File: config.mk
export PLATFORM = sky130hd
export DESIGN_NAME = vaga_sensor_filter
export DESIGN_NICKNAME = d
export VERILOG_FILES = /design/src/rtl/vaga_sensor_filter.sv
export SDC_FILE = /design/constraint.sdc
export NUM_CORES = 1
export LEC_CHECK = 0
export CORE_MARGIN = 3
export CORE_UTILIZATION = 38
export DETAILED_ROUTE_END_ITERATION = 8
export PLACE_DENSITY = 0.77
export RECOVER_POWER = 50
export SYNTH_ARGS = -nofsm -noshare
export SYNTH_HDL_FRONTEND = slang
export SYNTH_SLANG_ARGS = --single-unit
File: constraint.sdc
create_clock -name clk -period 1.3 [get_ports clk]
set_input_delay 0.195 -clock clk [delete_from_list [all_inputs] [get_ports clk]]
set_output_delay 0.195 -clock clk [all_outputs]
set_load 0.02 [all_outputs]
File: src/rtl/vaga_sensor_filter.sv
// Debounces one parking-space presence pin into a clean occupied level plus arrive/depart pulses.
// Latency: a raw step sampled at edge 1 is accepted at edge STABLE_CYCLES+2. No backpressure (free-running).
// Optional DWELL_COUNTER_EN macro adds a saturating occupancy-duration counter reported on last_dwell.
module vaga_sensor_filter #(
    parameter int STABLE_CYCLES = 6,
    parameter int DWELL_W       = 16
) (
    input  logic               clk,
    input  logic               rst_n,
    input  logic               sensor_raw,
    output logic               sensor,
    output logic               arrive_pulse,
    output logic               depart_pulse,
    output logic [DWELL_W-1:0] last_dwell
);

    localparam int CNT_W = $clog2(STABLE_CYCLES) + 1;
    localparam logic [CNT_W-1:0] CNT_LAST = CNT_W'(STABLE_CYCLES - 1);

    generate
        if (STABLE_CYCLES < 2) begin : g_cfg_check
            $error("vaga_sensor_filter: STABLE_CYCLES must be >= 2");
        end
    endgenerate

    typedef enum logic [1:0] {
        FREE     = 2'd0,
        ARRIVING = 2'd1,
        OCCUPIED = 2'd2,
        LEAVING  = 2'd3
    } state_t;

    state_t           state;
    logic [CNT_W-1:0] cnt;
    logic             sync_q1;
    logic             sync_q2;
    logic             s;

    always_ff @(posedge clk or negedge rst_n) begin
        if (!rst_n) begin
            sync_q1 <= 1'b0;
            sync_q2 <= 1'b0;
        end else begin
            sync_q1 <= sensor_raw;
            sync_q2 <= sync_q1;
        end
    end

    assign s = sync_q2;

    always_ff @(posedge clk or negedge rst_n) begin
        if (!rst_n) begin
            state        <= FREE;
            cnt          <= '0;
            sensor       <= 1'b0;
            arrive_pulse <= 1'b0;
            depart_pulse <= 1'b0;
        end else begin
            arrive_pulse <= 1'b0;
            depart_pulse <= 1'b0;
            case (state)
                FREE: begin
                    if (s) begin
                        state <= ARRIVING;
                        cnt   <= CNT_W'(1);
                    end
                end
                ARRIVING: begin
                    if (!s) begin
                        state <= FREE;
                        cnt   <= '0;
                    end else if (cnt == CNT_LAST) begin
                        state        <= OCCUPIED;
                        sensor       <= 1'b1;
                        arrive_pulse <= 1'b1;
                        cnt          <= '0;
                    end else begin
                        cnt <= cnt + CNT_W'(1);
                    end
                end
                OCCUPIED: begin
                    if (!s) begin
                        state <= LEAVING;
                        cnt   <= CNT_W'(1);
                    end
                end
                LEAVING: begin
                    if (s) begin
                        state <= OCCUPIED;
                        cnt   <= '0;
                    end else if (cnt == CNT_LAST) begin
                        state        <= FREE;
                        sensor       <= 1'b0;
                        depart_pulse <= 1'b1;
                        cnt          <= '0;
                    end else begin
                        cnt <= cnt + CNT_W'(1);
                    end
                end
                default: begin
                    state <= FREE;
                    cnt   <= '0;
                end
            endcase
        end
    end

`ifdef DWELL_COUNTER_EN
    logic [DWELL_W-1:0] dwell_cnt;
    logic               arr_accept;
    logic               dep_accept;

    assign arr_accept = (state == ARRIVING) && s && (cnt == CNT_LAST);
    assign dep_accept = (state == LEAVING) && !s && (cnt == CNT_LAST);

    // last_dwell samples the count before this edge's increment, so it excludes the depart cycle.
    always_ff @(posedge clk or negedge rst_n) begin
        if (!rst_n) begin
            dwell_cnt  <= '0;
            last_dwell <= '0;
        end else begin
            if (arr_accept) begin
                dwell_cnt <= '0;
            end else if (((state == OCCUPIED) || (state == LEAVING)) && (dwell_cnt != '1)) begin
                dwell_cnt <= dwell_cnt + DWELL_W'(1);
            end
            if (dep_accept) begin
                last_dwell <= dwell_cnt;
            end
        end
    end
`else
    assign last_dwell = '0;
`endif

endmodule

==> impl_metrics.env <==
export IMPL_synth_area_leader_cell="dfrtp_1"
export IMPL_mostFrequentLayoutCells="conb_1, dfrtp_1, buf_4"
export IMPL_cts_tree="done"
export IMPL_status="complete, no violations"
export IMPL_synthTopCellsByArea="dfrtp_1, buf_4, ha_1"
export IMPL_busiest_layer="met2"
export IMPL_pre_cts_ws_ps=-8.11
export IMPL_rows=13
export IMPL_viasPerCell=4.93
export IMPL_setup_violations_final=0
export IMPL_met3_usage_pct=7.03
export IMPL_track_usage_pct=10.9
export IMPL_async_flop_share_pct=100
export IMPL_min_period_ps=1280
export IMPL_clock_fmax_mhz=783
export IMPL_yosys_warnings=0
export IMPL_place_area_um2=666
export IMPL_drtPass1Iterations=4
export IMPL_design_area_um2=763
export IMPL_final_common_cell="conb_1"
export IMPL_skew_ps=2.47
export IMPL_p_per_area_nw_per_um2=1680
export IMPL_start_kind="register"
export IMPL_nNetsFinal=83
export IMPL_worst_path_max_fanout=4
export IMPL_slew_viol_final=0
export IMPL_synth_compound_area_share_pct=8.27
export IMPL_gp_congestion=0.873
export IMPL_synth_xor_area_share_pct=2.82
export IMPL_final_cells=92
export IMPL_insertion_delay_ps=260
export IMPL_synth_top_cell_area_share_pct=44.4
export IMPL_drtIter0Drc=16
export IMPL_max_stage_delay_ps=410
export IMPL_drive_above_1_share_pct=27.3
export IMPL_hold_violations=0
export IMPL_end_kind="register"
export IMPL_fillCellCount=132
export IMPL_synth_adder_area_share_pct=4.03
export IMPL_ctsHoldBuffers=0
export IMPL_grt_antenna_before_repair=0
export IMPL_holdCritPathClass="input pin to asynchronous set/reset pin"
export IMPL_io_pins=22
export IMPL_htreeDepth=1
export IMPL_clock_sinks=11
export IMPL_core_area_um2=1420
export IMPL_start_util_pct=43.9
export IMPL_cap_violations=0
export IMPL_grt_pass1_vias=360
export IMPL_synthDistinctLibCells=25
export IMPL_wl_um=1120
export IMPL_diodes=0
export IMPL_die_h_um=46.4
export IMPL_vias=454
export IMPL_synth_edf_count=0
export IMPL_finalCritPeriodShare_pct=98.2
export IMPL_route_detailed_wl_per_inst_um=12.1
export IMPL_ir_drop_v=0.00114
export IMPL_synth_ff_type="dfrtp_1"
export IMPL_timing_critical_path_buf_inv=0
export IMPL_arrival_ps=1470
export IMPL_crit_type="register to register"
export IMPL_grt_start_max_net_pins=12
export IMPL_postRouteAntennaNets=0
export IMPL_synth_top_family_by_area="buffers and inverters"
export IMPL_synth_simple_gate_area_share_pct=18.1
export IMPL_dp_hpwl_um=800
export IMPL_fin_ws_ps=22.9
export IMPL_grt_use_met1_pct=13.5
export IMPL_path_delay_family="flip-flops"
export IMPL_route_detailed_drc=0
export IMPL_p_leak_nw=0.373
export IMPL_grt_overflow_total=0
export IMPL_ys_ff_latch=11
export IMPL_synthCells=61
export IMPL_crit_required_ps=1500
export IMPL_syn_area_um2=621
export IMPL_dieArea_um2=2150
export IMPL_grt_pass1_wl_um=1590
export IMPL_syn2layout_area_growth_pct=23.0
export IMPL_r2r_slack_ps=20
export IMPL_cts_root_buf="clkbuf_4"
export IMPL_avgSynthCellArea_um2=10.2
export IMPL_muxShareOfSynthArea_pct=0
export IMPL_path_cells="ha_1 > nand2b_1 > a2111o_1 > nand3_1"
export IMPL_cts_made_buffers=3
export IMPL_rsz0062_at_grt="yes"
export IMPL_port_buffers=5
export IMPL_yosysSeqAreaShare_pct=44.4
export IMPL_clk_pin_slew_ps=60
export IMPL_placed_cells=85
export IMPL_worst_path_max_delay_cell="dfrtp_1"
export IMPL_die_w_um=46.4
export IMPL_met2_usage_pct=16.2
export IMPL_clk_path_buf_depth=2
-- worst paths after layout --
kind | from | endpoint | depth (start not counted)
worst min-delay path | rst_n | sensor | 1
worst min register to register | sync_q1 | s | 0
worst max register to register | cnt[0] | cnt[2] | 4
max in group asynchronous | rst_n | cnt[2] | 1
min in group clk | sync_q1 | s | 0
worst max-delay path | cnt[0] | cnt[2] | 4
-- final cells by class --
cell class / instances / area [um^2] / share of cell area, %
multi-input combinational: 45 / 318 / 41.6
sequential: 11 / 279 / 36.6
timing repair buffer: 13 / 106 / 13.9
clock buffer: 4 / 26.3 / 3.44
tap: 15 / 18.8 / 2.46
inverter: 4 / 15.0 / 1.97
-- cells in the mapped netlist, types with 2 or more instances --
library cell	instances
buf_4	16
dfrtp_1	11
inv_1	4
nand3_1	3
o21ai_0	3
ha_1	2
nand2_1	2
nand4b_1	2
nor2_1	2
-- routing by layer --
metal / wire [um] / up-vias
li1: - / 212
met1: 412 / 214
met2: 580 / 26
met3: 118 / 2
met4: 6 / 0
met5: 0 / -
-- power breakdown --
group	switching [mW]	total (mW)	internal [mW]
Combinational	0.268	0.536	0.268
Clock	0.106	0.225	0.119
Sequential	0.106	0.521	0.415
Total	0.480	1.28	0.802
-- registers in the layout, indices dropped and copies added (netlist names), named ones only --
name,count
arrive_pulse,1
cnt,4
depart_pulse,1
s,1
sensor,1
state,1
sync_q1,1
-- stage by stage --
step	hold slack [ps]	total power, mW	util, %	setup TNS [ps]
6_report	319	1.28	53.9	0
5_1_grt	338	1.37	53.9	-70.9
4_1_cts	260	1.16	50.0	0
3_5_place_dp	337	0.896	47.0	-8.11
3_3_place_gp	333	0.875	47.0	0
2_1_floorplan	-101	0.764	-	0
-- repair_timing --
item	CTS	global route
resized for setup	4	11
setup endpoints to repair	4	5
pin swaps	1	4
buffers inserted	2	1
-- cells by family after synthesis --
family                     after synthesis
adders and majority gates                2
DFF                                     11
AOI/OAI and AO/OA                        7
buffers and inverters                   20
and+or+nand+nor                         18
xor gates and xnor gates                 2
other                                    1
(Power assumes the default switching activity.)
